File: src/rtl/uart_tx_arbiter.sv
// Round-robin arbiter sharing one uart_tx among num_req_p byte requesters.
// Define UART_TX_ARB_LOCK_EN to hold the grant until a byte marked last has completed.
module uart_tx_arbiter #(
   parameter int unsigned num_req_p   = 4,
   parameter int unsigned data_bits_p = 8
) (
   input  logic                             clk_i,
   input  logic                             reset_n_i,
   input  logic [num_req_p-1:0]             req_v_i,
   input  logic [num_req_p*data_bits_p-1:0] req_data_i,
   input  logic [num_req_p-1:0]             req_last_i,
   output logic [num_req_p-1:0]             req_ready_and_o,
   output logic                             tx_v_o,
   output logic [data_bits_p-1:0]           tx_data_o,
   input  logic                             tx_ready_and_i,
   input  logic                             tx_done_i,
   output logic [$clog2(num_req_p)-1:0]     grant_o,
   output logic                             busy_o
);

   localparam int unsigned gw_lp = $clog2(num_req_p);

   typedef enum logic [1:0] {e_arb, e_issue, e_wait} state_e;

   state_e           state_r, state_n;
   logic [gw_lp-1:0] grant_r, grant_n;
   logic [gw_lp-1:0] rr_ptr_r, rr_ptr_n;
   logic             last_r, last_n;
   logic [gw_lp-1:0] pick;
   logic             pick_v;
   logic [gw_lp-1:0] grant_inc;
   logic             release_grant;

`ifdef UART_TX_ARB_LOCK_EN
   assign release_grant = last_r;
`else
   logic unused_last;
   assign release_grant = 1'b1;
   assign unused_last   = ^{last_r, req_last_i};
`endif

   // First valid requester at or after rr_ptr_r, wrapping modulo num_req_p.
   always_comb begin
      int unsigned idx;
      idx    = 0;
      pick   = '0;
      pick_v = 1'b0;
      for (int unsigned i = 0; i < num_req_p; i++) begin
         idx = 32'(rr_ptr_r) + i;
         if (idx >= num_req_p) idx = idx - num_req_p;
         if (!pick_v && req_v_i[idx[gw_lp-1:0]]) begin
            pick   = idx[gw_lp-1:0];
            pick_v = 1'b1;
         end
      end
   end

   assign grant_inc = (grant_r == gw_lp'(num_req_p - 1)) ? '0 : grant_r + 1'b1;

   always_comb begin
      state_n         = state_r;
      grant_n         = grant_r;
      rr_ptr_n        = rr_ptr_r;
      last_n          = last_r;
      req_ready_and_o = '0;
      tx_v_o          = 1'b0;
      tx_data_o       = '0;
      case (state_r)
         e_arb: begin
            if (pick_v) begin
               grant_n = pick;
               state_n = e_issue;
            end
         end
         e_issue: begin
            tx_v_o                   = req_v_i[grant_r];
            req_ready_and_o[grant_r] = tx_ready_and_i;
            if (req_v_i[grant_r]) begin
               tx_data_o = req_data_i[32'(grant_r)*data_bits_p +: data_bits_p];
               if (tx_ready_and_i) begin
                  last_n  = req_last_i[grant_r];
                  state_n = e_wait;
               end
            end
         end
         e_wait: begin
            if (tx_done_i) begin
               if (release_grant) begin
                  rr_ptr_n = grant_inc;
                  state_n  = e_arb;
               end else begin
                  state_n  = e_issue;
               end
            end
         end
         default: state_n = e_arb;
      endcase
   end

   always_ff @(posedge clk_i or negedge reset_n_i) begin
      if (!reset_n_i) begin
         state_r  <= e_arb;
         grant_r  <= '0;
         rr_ptr_r <= '0;
         last_r   <= 1'b0;
      end else begin
         state_r  <= state_n;
         grant_r  <= grant_n;
         rr_ptr_r <= rr_ptr_n;
         last_r   <= last_n;
      end
   end

   assign busy_o  = (state_r != e_arb);
   assign grant_o = grant_r;

endmodule

File: config.mk
export PLATFORM = sky130hd
export DESIGN_NAME = uart_tx_arbiter
export DESIGN_NICKNAME = d
export VERILOG_FILES = /design/src/rtl/uart_tx_arbiter.sv
export SDC_FILE = /design/constraint.sdc
export NUM_CORES = 1
export LEC_CHECK = 0
export CORE_ASPECT_RATIO = 1.1
export CORE_MARGIN = 5
export CORE_UTILIZATION = 49
export CTS_BUF_LIST = sky130_fd_sc_hd__clkbuf_8 sky130_fd_sc_hd__clkbuf_16
export CTS_CLUSTER_SIZE = 28
export DETAILED_ROUTE_END_ITERATION = 8
export DONT_BUFFER_PORTS = 1
export PLACE_DENSITY = 0.66
export SLEW_MARGIN = 30
export SYNTH_ARGS = -nofsm -noshare
export SYNTH_HDL_FRONTEND = slang
export SYNTH_SLANG_ARGS = --single-unit
File: constraint.sdc
create_clock -name clk_i -period 3.1 [get_ports clk_i]
set_input_delay 0.31 -clock clk_i [delete_from_list [all_inputs] [get_ports clk_i]]
set_output_delay 0.31 -clock clk_i [all_outputs]
set_load 0.005 [all_outputs]
# Word-level counts from Yosys, hierarchy flattened
# Cells that the tools add are included.
dict set report totals {
  out_inout_bits 16
  in_bits 44
  wordCells 76
  ff_bits 6
}
dict set report classes {
  shift 1
  muxes 34
  addsub 8
  n_eq_ne 7
  reduce_logical 12
  bitwise 1
  magnitude_cmp 10
}
# cell n
set ops {}
lappend ops {{32-bit by 6-bit variable part select with 8-bit output} 1}
lappend ops {{2-bit two-way mux} 13}
lappend ops {{8-bit two-way mux} 2}
lappend ops {{2-bit by 3-bit < comparator with 1-bit output (second input constant)} 5}
lappend ops {{1-bit two-way mux} 11}
lappend ops {{1-bit binary-select mux with 2-bit select} 5}
lappend ops {{3-bit greater-or-equal comparator (second input constant)} 3}
lappend ops {{2-bit inequality test (second input constant)} 4}
lappend ops {{2-bit by 1-bit subtractor with 2-bit output (second input constant)} 4}
lappend ops {{2-bit by 2-bit adder with 3-bit output (second input constant)} 2}
lappend ops {{2-bit one-hot mux with 3 select lines} 1}
lappend ops {{4-bit bitwise AND} 1}
lappend ops {{2-bit equality test (second input constant)} 2}
lappend ops {{1-bit logical AND} 4}
lappend ops {{4-bit two-way mux} 1}
lappend ops {{2-bit AND reduction} 2}
lappend ops {{4-bit AND reduction} 1}
lappend ops {{2-bit by 1-bit adder with 3-bit output (second input constant)} 1}
lappend ops {{2-bit by 3-bit greater-or-equal comparator with 1-bit output (second input constant)} 1}
lappend ops {{1-bit zero test} 3}
lappend ops {{2-bit by 1-bit adder with 2-bit output (second input constant)} 1}
lappend ops {{1-bit demux with 2-bit select} 1}
lappend ops {{2-bit by 1-bit equality test with 1-bit output (second input constant)} 1}
lappend ops {{2-bit by 1-bit greater-or-equal comparator with 1-bit output (second input constant)} 1}
lappend ops {{2 further kinds} 2}

# Logic depth before layout (Yosys ltp)
dict set report logic_depth {
  depth_word 16
  depth_mapped 4
  mapped_depth_nobuf 4
}

# Worst setup path after synthesis
# OpenSTA, ideal clock, no wires.
dict set report synth_path {
  path_kind {reg2out}
  startpoint {register grant_r[0] (netlist: grant_o[0])}
  endpoint {output port tx_data_o[0]}
  path_slack_ps 1458
  arrival_time_ps 1332
  path_stages_with_launch 4
  t_required_ps 2790
  cell_sequence {dfrtp_1 > buf_4 > mux4_2 > and3_1}
}
dict set report synth_via {
  elab_chain_len 4
  word_cells_on_any_way 5
  cone_classes {shift (1); mux (4)}
}
# element line
set synth_rtl {}
lappend synth_rtl {{start, declared} 26} ;# logic [gw_lp-1:0] grant_r, grant_n;
lappend synth_rtl {{start signal, assigned} 108} ;# grant_r <= grant_n;
lappend synth_rtl {{parallel branches: the longest is 2 deep, another holds 32-bit by 6-bit variable part select with 8-bit output} -}
lappend synth_rtl {{8-bit two-way mux (*)} 78} ;# if (req_v_i[grant_r]) begin
lappend synth_rtl {{8-bit two-way mux (*)} 68} ;# case (state_r)
lappend synth_rtl {{end, declared} 14} ;# output logic [data_bits_p-1:0] tx_data_o,
# Mark *: on every way between the ends. The select of a mux whose other input is x is not followed.

# Worst setup path after layout
dict set report layout_path {
  startpoint {register grant_r[0] (netlist: grant_o[0])}
  endpoint {output port tx_data_o[5]}
}
# The elaborated chain is that of the path after synthesis.

==> out/metrics.csv <==
stage,metric,value,unit
clock_network,cts_sinks,6,
placed_design,place_congestion,0.834,
critical_path,cpPeakStageDelay,780,ps
drt,dr_total_vias,601,
clock_network,htreeDepth,1,
critical_path,worstRegToRegCells,3,
power,power.density,912,nW/µm²
power,fin_total_pwr,694,µW
critical_path,start_kind,register,
critical_path,cpLargestDelayFamily,flip-flops,
timing,worstMarginPinSlew,693,ps
drt,dr_wl_met3,254,µm
timing,relSlewSlack,53.8,%
cells_and_area,layout-area-overhead-vs-synth,7.23,%
synthesis,avgSynthCellArea,9.85,µm²
global_route,grt_overflow_total,0,
critical_path,arrival,1920,ps
global_route,antenna_found_initial,0,
global_route,grt_usage,16.0,%
timing,min_period,2230,ps
min_path,whs_path_depth,1,
timing,tns,0,ps
placed_design,pre_cts_slack,1050,ps
synthesis,syn_nets,120,
drt,topRoutingLayerUsed,met4,
drt,detail_route.vias_per_cell,6.83,
floorplan,io_pins,60,
floorplan,dieArea,2310,µm²
drt,dr.pass1.iters,4,
synthesis,synth_top_cell_area_share,28.6,%
timing,rsz0062_at_grt,false,
synthesis,synth_seq_cells,6,
global_route,grt_max_degree,15,
placed_design,hpwl,1.56,mm
outcome,status,completed,
clock_network,clkLatencyLatePin,220,ps
global_route,grt_pass1_wl,2.68,mm
drt,met1_length,660,µm
timing,final_hold_viol_count,0,
critical_path,path_cells,mux4_2 > and3_1,
min_path,hold_class,input pin to register,
power,peakVddDrop,494,µV
critical_path,crit_type,register to primary output,
synthesis,synthArstFlopShare,100,%
timing,fmax,449,MHz
floorplan,rows,14,
clock_network,cts_resized,0,
drt,drtAntennaViolNets,0,
min_path,hp-start,tx_done_i,
timing,hold_slack,189,ps
synthesis,yosys-top-cells-area,"mux4_2, dfrtp_1, and3_1, ha_1, inv_1",
critical_path,cp_slowest_cell,dfrtp_1,
synthesis,synth.distinct_cells,27,
synthesis,synth_cells,72,
drt,dr_wl_met2,951,µm
synthesis,syn_area,709,µm²
clock_network,cts_root_buf,clkbuf_8,
synthesis,seq_area_frac_synth,21.2,%
synthesis,synth_common_cells,"and3_1, mux4_2, dfrtp_1, inv_1, nand2_1",
synthesis,synth_ff_type,dfrtp_1,
power,p_leak,0.000341,µW
critical_path,crit_required,2790,ps
global_route,grt_pass1_vias,564,
timing,setup_ws,873,ps
placed_design,io_buffers,0,
flow_run,maxCapViolCount,0,
drt,wl,1.88,mm
timing,slew_viol_final,0,
critical_path,critPathCaptureType,primary output,
clock_network,cts_buffers,3,
floorplan,start_util,51.9,%
clock_network,cts.clk_slew.worst_paths,40,ps
floorplan,coreArea,1370,µm²
timing,fin_worst_skew,0.283,ps
critical_path,reg2reg_from,grant_o[0],
min_path,min_to,state_r[1],
cells_and_area,nets,122,
synthesis,yosysWarnings,0,
timing,fin_crit_sh,71.8,%
critical_path,r2r_slack,1110,ps
critical_path,r2r_end,state_r[0],
critical_path,path_max_fanout,14,
drt,remaining_drc_errors,0,
drt,drt_iter0_drc,12,
cells_and_area,drive_above_1_share,20.8,%
cells_and_area,antennaDiodeCount,0,
synthesis,synth_area_leader_cell,mux4_2,
clock_network,clockBufferDepth,2,
critical_path,crit_buf_inv,0,
clock_network,cts_tree,built,
synthesis,synth-edff-count,0,
synthesis,yosysMostFrequentCell,and3_1,
floorplan,die_x,46.3,µm
cells_and_area,final_cell_area,761,µm²
floorplan,die_y,49.9,µm
placed_design,place_area,709,µm²
timing,setup_viol,0,
drt,routedWlPerCell,21.4,µm
[final cells by class]
cell class	instances	area [µm²]
fillers	136	606
multi-input cells	57	520
flip-flops and latches	6	150
clock buffers	3	41.3
well taps	16	20.0
inverters	5	18.8
repair buffers	1	10.0
[routing by layer]
metal,GRT usage (%),vias to the layer above
li1,-,279
met1,17.0,282
met2,28.0,38
met3,5.45,2
met4,5.69,0
met5,0,-
[flip-flops by register name, indices dropped and copies added (netlist names)]
signal,cells
grant_o,2
state_r,2
rr_ptr_r,2
[timing repair]
action                                 4_1_cts  5_1_grt
endpoints found under the hold margin        6        0
hold buffers                                 1        0
buffers inserted                             0        0
[worst register-to-register path: cells and delay by family (launching register included)]
family | cells | cell delay, ps
AOI/OAI and AO/OA | 1 | 180
and+or+nand+nor | 1 | 240
muxes | 1 | 700
DFF | 1 | 780
[how the worst max path moves through the flow]
stage	start	endpoint	slack (ps)	depth (start not counted)
after floorplan	grant_o[0]	tx_data_o[0]	1460	3
after global placement	grant_o[0]	tx_data_o[7]	1080	2
after detailed placement	grant_o[0]	tx_data_o[7]	1050	2
after CTS	grant_o[0]	tx_data_o[7]	810	2
after global routing	grant_o[0]	tx_data_o[7]	730	2
final	grant_o[0]	tx_data_o[5]	870	2
[power by group]
group | switching, µW | internal, µW | leakage (µW)
registers | 100 | 114 | 0.0000731
logic | 162 | 197 | 0.000247
clock network | 37.2 | 83.7 | 0.0000216
total | 299 | 395 | 0.000341
[stage by stage]
stage / util (%) / instances
after floorplan: - / 72
final: 55.7 / 88
after global placement: 51.9 / 84
after detailed placement: 51.9 / 84
after CTS: 55.7 / 88
after global routing: 55.7 / 88
[cells by family (layout without fill, tap and decap cells)]
family / count (synthesis) / in the layout / share of synthesized area [%]
muxes: 10 / 10 / 30.2
and+or+nand+nor: 33 / 33 / 26.5
buffers and inverters: 9 / 9 / 5.47
DFF: 6 / 6 / 21.2
AOI/OAI and AO/OA: 10 / 10 / 9.70
adders and majority gates: 4 / 4 / 7.05
[cells in the final DEF, fill, tap and decap left out, types with 3 or more instances in the layout]
cell / n
and3_1: 13
mux4_2: 9
dfrtp_1: 6
inv_1: 5
nand2_1: 5
ha_1: 4
nor2b_1: 3
nor2_1: 3
o21ai_0: 3
clkbuf_8: 3
Power figures use the tool's default switching activity.
